## src/rtl/serial_add_sequencer.sv

```systemverilog
// Bit-serial WIDTH-bit adder controller: feeds an external 1-bit full adder cell
// LSB-first over WIDTH cycles and collects sum/carry-out behind valid/ready handshakes.
module serial_add_sequencer #(
    parameter int WIDTH = 8
) (
    input  logic             clk,
    input  logic             rst_n,
    input  logic             in_valid,
    output logic             in_ready,
    input  logic [WIDTH-1:0] a,
    input  logic [WIDTH-1:0] b,
    input  logic             cin,
    output logic             fa_x1,
    output logic             fa_x2,
    output logic             fa_cin,
    input  logic             fa_s,
    input  logic             fa_cout,
    output logic             out_valid,
    input  logic             out_ready,
    output logic [WIDTH-1:0] sum,
    output logic             cout
);

    localparam int CNT_W = $clog2(WIDTH);
    localparam logic [CNT_W-1:0] LAST_BIT = CNT_W'(WIDTH - 1);

    typedef enum logic [1:0] {
        IDLE = 2'd0,
        RUN  = 2'd1,
        DONE = 2'd2
    } state_t;

    state_t           state_q, state_d;
    logic [WIDTH-1:0] a_sh_q, a_sh_d;
    logic [WIDTH-1:0] b_sh_q, b_sh_d;
    logic [WIDTH-1:0] sum_q, sum_d;
    logic             cout_q, cout_d;
    logic             carry_q, carry_d;
    logic [CNT_W-1:0] bit_cnt_q, bit_cnt_d;

    always_ff @(posedge clk or negedge rst_n) begin
        if (!rst_n) begin
            state_q   <= IDLE;
            a_sh_q    <= '0;
            b_sh_q    <= '0;
            sum_q     <= '0;
            cout_q    <= 1'b0;
            carry_q   <= 1'b0;
            bit_cnt_q <= '0;
        end else begin
            state_q   <= state_d;
            a_sh_q    <= a_sh_d;
            b_sh_q    <= b_sh_d;
            sum_q     <= sum_d;
            cout_q    <= cout_d;
            carry_q   <= carry_d;
            bit_cnt_q <= bit_cnt_d;
        end
    end

    always_comb begin
        state_d = state_q;
        case (state_q)
            IDLE:    if (in_valid) state_d = RUN;
            RUN:     if (bit_cnt_q == LAST_BIT) state_d = DONE;
            DONE:    if (out_ready) state_d = IDLE;
            default: state_d = IDLE;
        endcase
    end

    // The cell only sees live operands while RUN; it is held at zero otherwise.
    always_comb begin
        in_ready  = (state_q == IDLE);
        out_valid = (state_q == DONE);
        fa_x1     = 1'b0;
        fa_x2     = 1'b0;
        fa_cin    = 1'b0;
        if (state_q == RUN) begin
            fa_x1  = a_sh_q[0];
            fa_x2  = b_sh_q[0];
            fa_cin = carry_q;
        end
    end

    always_comb begin
        a_sh_d    = a_sh_q;
        b_sh_d    = b_sh_q;
        sum_d     = sum_q;
        cout_d    = cout_q;
        carry_d   = carry_q;
        bit_cnt_d = bit_cnt_q;
        case (state_q)
            IDLE: begin
                if (in_valid) begin
                    a_sh_d    = a;
                    b_sh_d    = b;
                    carry_d   = cin;
                    bit_cnt_d = '0;
                    sum_d     = '0;
                end
            end
            RUN: begin
                // Sum bits enter at the MSB so the LSB lands in place after WIDTH shifts.
                sum_d     = {fa_s, sum_q[WIDTH-1:1]};
                carry_d   = fa_cout;
                a_sh_d    = a_sh_q >> 1;
                b_sh_d    = b_sh_q >> 1;
                bit_cnt_d = bit_cnt_q + CNT_W'(1);
                if (bit_cnt_q == LAST_BIT) cout_d = fa_cout;
            end
            default: ;
        endcase
    end

    assign sum  = sum_q;
    assign cout = cout_q;

endmodule
```

## config.mk

```make
export PLATFORM = sky130hd
export DESIGN_NAME = serial_add_sequencer
export DESIGN_NICKNAME = d
export VERILOG_FILES = /design/src/rtl/serial_add_sequencer.sv
export SDC_FILE = /design/constraint.sdc
export NUM_CORES = 1
export LEC_CHECK = 0
export CORE_ASPECT_RATIO = 0.75
export CORE_MARGIN = 4
export CORE_UTILIZATION = 55
export CTS_CLUSTER_SIZE = 14
export DETAILED_ROUTE_END_ITERATION = 7
export DONT_BUFFER_PORTS = 1
export PLACE_DENSITY_LB_ADDON = 0.15
export SLEW_MARGIN = 20
export SYNTH_ARGS = -nofsm -noshare
export SYNTH_HDL_FRONTEND = slang
export SYNTH_SLANG_ARGS = --single-unit
export TNS_END_PERCENT = 100
```

## constraint.sdc

```tcl
create_clock -name clk -period 1.49 [get_ports clk]
set_input_delay 0.149 -clock clk [delete_from_list [all_inputs] [get_ports clk]]
set_output_delay 0.149 -clock clk [all_outputs]
set_load 0.01 [all_outputs]
```

==> results of run 1 <==
## per-layer routing
metal / global-route usage, % / share of wire (%)
met1: 29.3 / 43
met2: 31.0 / 47
met3: 8.64 / 8.7
met4: 6.08 / 1.3
met5: 0 / 0
## Yosys cell counts
cell,number,area [sq um]
a21oi_1,16,80.1
a22o_1,10,87.6
and2_1,3,18.8
buf_2,5,25.0
buf_4,3,22.5
buf_6,3,33.8
dfrtp_1,31,776
ha_1,2,25.0
inv_1,1,3.75
inv_2,1,3.75
mux2_4,1,15.0
nand2_1,3,11.3
nand2_2,1,6.26
nand2b_1,1,6.26
nand2b_4,1,13.8
nor2_1,4,15.0
nor2b_1,2,12.5
nor2b_4,1,13.8
o21ai_0,5,25.0
o21bai_1,1,7.51
o22ai_1,30,188
o31ai_1,1,7.51
## sequential cells by signal (all words and copies together), names as in the netlist
| name | flops |
|---|---|
| a_sh_q | 8 |
| b_sh_q | 8 |
| sum | 8 |
| bit_cnt_q | 3 |
| state_q | 2 |
| carry_q | 1 |
| cout | 1 |
## layout by cell type (no fill, tap or decap)
cell / count
nor2b_4: 1
mux2_4: 1
nor2b_1: 2
inv_2: 1
ha_1: 2
a22o_1: 10
dfrtp_1: 30
bufinv_16: 1
buf_6: 3
o31ai_1: 1
nand2b_4: 1
inv_1: 1
nor2_1: 4
nand2b_1: 1
a21oi_1: 16
and2_4: 3
clkbuf_4: 5
nand2_2: 1
clkbuf_8: 1
dlygate4sd3_1: 7
clkinv_2: 1
o21ai_0: 5
dfrtp_2: 1
o21bai_1: 1
nand2_1: 3
buf_4: 8
o22ai_1: 30
buf_12: 1
## repair_timing
item	in CTS	in global routing
buffers inserted	3	4
hold buffers	8	0
hold endpoints to repair	37	0
setup endpoints to repair	3	4
gates resized for setup	6	1
## final cells by class
type | count | area, sq um
Sequential cell | 31 | 777
Fill cell | 181 | 727
Multi-Input combinational cell | 82 | 541
Timing Repair Buffer | 19 | 184
Clock buffer | 6 | 51.3
Tap cell | 34 | 42.5
Clock inverter | 2 | 35.0
Inverter | 2 | 7.51
## cell families (layout without fill, tap and decap cells)
group                    Yosys count  count (layout)  share of synthesized area (%)
buffers and inverters             13              29                           6.36
flip-flops                        31              31                           55.5
multiplexers                       1               1                           1.07
adder cells (fa/ha/maj)            2               2                           1.79
AO/OA/AOI/OAI                     63              63                           28.3
AND/OR/NAND/NOR                   16              16                           6.98
## worst paths after layout
| path | to | start | slack (ns) | cells after the start |
|---|---|---|---|---|
| worst max-delay path | fa_x2 | state_q[1] | 0.007 | 4 |
| worst min-delay path | b_sh_q[2] | b[2] | 0.009 | 2 |
| worst max register to register | cout | state_q[1] | 0.06 | 6 |
| worst min register to register | bit_cnt_q[1] | bit_cnt_q[1] | 0.51 | 1 |
| max in group asynchronous | state_q[0] | rst_n | 1.06 | 2 |
| min in group asynchronous | sum[3] | rst_n | 0.25 | 2 |
## worst register-to-register path: cells and delay by family, from the launching register on
| kind | cells | cell delay [ns] |
|---|---|---|
| DFF | 1 | 0.41 |
| muxes | 1 | 0.30 |
| buffers and inverters | 3 | 0.40 |
| and+or+nand+nor | 2 | 0.23 |
## power groups by stage
stage | Sequential, mW | Combinational (mW) | Clock [mW]
floorplan | 1.49 | 1.04 | 0
global placement | 1.58 | 1.08 | 0
detailed placement | 1.59 | 1.12 | 0
CTS | 1.58 | 1.30 | 0.705
global route | 1.63 | 1.54 | 0.754
finish | 1.58 | 1.39 | 0.697
==> results.py, run 1 <==
metrics = {
    "sta": {
        "fmax_mhz": 674,
        "rsz0062_at_grt": "yes",
        "finalClockSkew_ns": 0.00639,
        "finalWorstSetupSlack_ns": 0.00671,
        "final_max_slew_viol_count": 0,
        "worst_slew_pin_slew_ns": 0.621,
        "hold_ws_ns": 0.00906,
        "final.setup.tns_ns": 0,
        "period_needed_ns": 1.48,
        "setup_violations": 0,
        "hold_viol": 0,
        "finalCritPeriodShare_pct": 99.5,
        "slew_headroom_pct": 58.6,
    },
    "logic_synthesis": {
        "syn_area_per_cell_sq_um": 11.1,
        "netlist_area_sq_um": 1400,
        "postSynthCellCount": 126,
        "ys_types": 22,
        "ys_ff_latch": 31,
        "ys_warn_count": 0,
        "syn-num-nets": 151,
        "ys_seq_area_share_pct": 55.5,
    },
    "setup_path": {
        "crit_top_cell": "buf_6",
        "cp_cell_sequence": "buf_6, nor2b_4, buf_6, and2_4",
        "cp_top_family": "flip-flops",
        "start_kind": "flip-flop",
        "crit_path_max_incr_delay_ns": 0.41,
        "crit_type": "flip-flop to primary output",
        "cp_max_fo": 5,
        "worstSetupEndpointType": "primary output",
        "required_ns": 1.34,
        "critPathBufInv": 2,
        "cp.arrival_ns": 1.33,
        "slowest_stage": "dfrtp_1",
    },
    "global_route": {
        "track_usage_pct": 21.3,
        "grt-ovfl-total": 0,
        "grt_first_pass_wirelength_microns": 5260,
        "grt_max_degree": 32,
        "grt_pass1_vias": 1056,
        "antenna_found_initial": 0,
    },
    "clock_tree": {
        "numCtsBuffers": 5,
        "h-tree-depth": 2,
        "clk_latency_ns": 0.34,
        "cts_root_buffer": "clkbuf_4",
        "cts.path.max_buffers": 2,
        "cts.clk_slew.worst_paths_ns": 0.10,
        "cts_tree": "done",
        "cts.sinks": 31,
    },
    "floorplan": {
        "ios": 37,
        "fp-row-count": 15,
        "start_util_pct": 59.1,
        "die-area_sq_um": 3420,
        "die_height_microns": 51.7,
        "coreArea_sq_um": 2360,
        "die_w_microns": 66.2,
    },
    "layout": {
        "drive_gt1_share_pct": 20.4,
        "fin_util_pct": 69.3,
        "area_growth_pct": 17.2,
        "stdcell_count": 176,
        "nNetsFinal": 166,
        "final_area_sq_um": 1640,
        "diodes": 0,
    },
    "run": {
        "cap_violations": 0,
    },
    "pwr": {
        "p_leak_nw": 0.713,
        "p_per_area_nw_per_um2": 2240,
        "p_switching_mw": 1.36,
        "internal-power_mw": 2.31,
        "clockPowerShare_pct": 19.0,
        "ir_drop_mv": 1.48,
        "power_mw": 3.67,
        "netSwitchingFraction_pct": 37.0,
        "combinationalPowerShare_pct": 37.9,
        "power_frac_seq_pct": 43.1,
    },
    "placed_design": {
        "gp_congestion": 0.748,
        "placed_area_sq_um": 1390,
        "numPortBuffers": 0,
        "pre_cts_ws_ns": 0.127,
        "dp_cells": 153,
        "dp_hpwl_microns": 1970,
    },
    "hold_path": {
        "hold_class": "input port to flip-flop",
    },
    "route": {
        "wire_per_inst_microns": 18.9,
        "wirelength_microns": 3330,
        "drt_first_pass_iters": 4,
        "first_iter_violations": 76,
        "drc": 0,
        "viasPerCell": 6.38,
        "vias": 1123,
        "antenna_left": 0,
    },
    "run_status": {
        "status": "completed",
    },
}
(Power assumes the default switching activity.)
==> run 2, diff against run 1 <==
--- a/config.mk
+++ b/config.mk
@@ -16,4 +16,3 @@
 export SYNTH_ARGS = -nofsm -noshare
 export SYNTH_HDL_FRONTEND = slang
 export SYNTH_SLANG_ARGS = --single-unit
-export TNS_END_PERCENT = 100
==> results of run 2 <==
Final layout, timing and power as in run 1 (identical DEF).
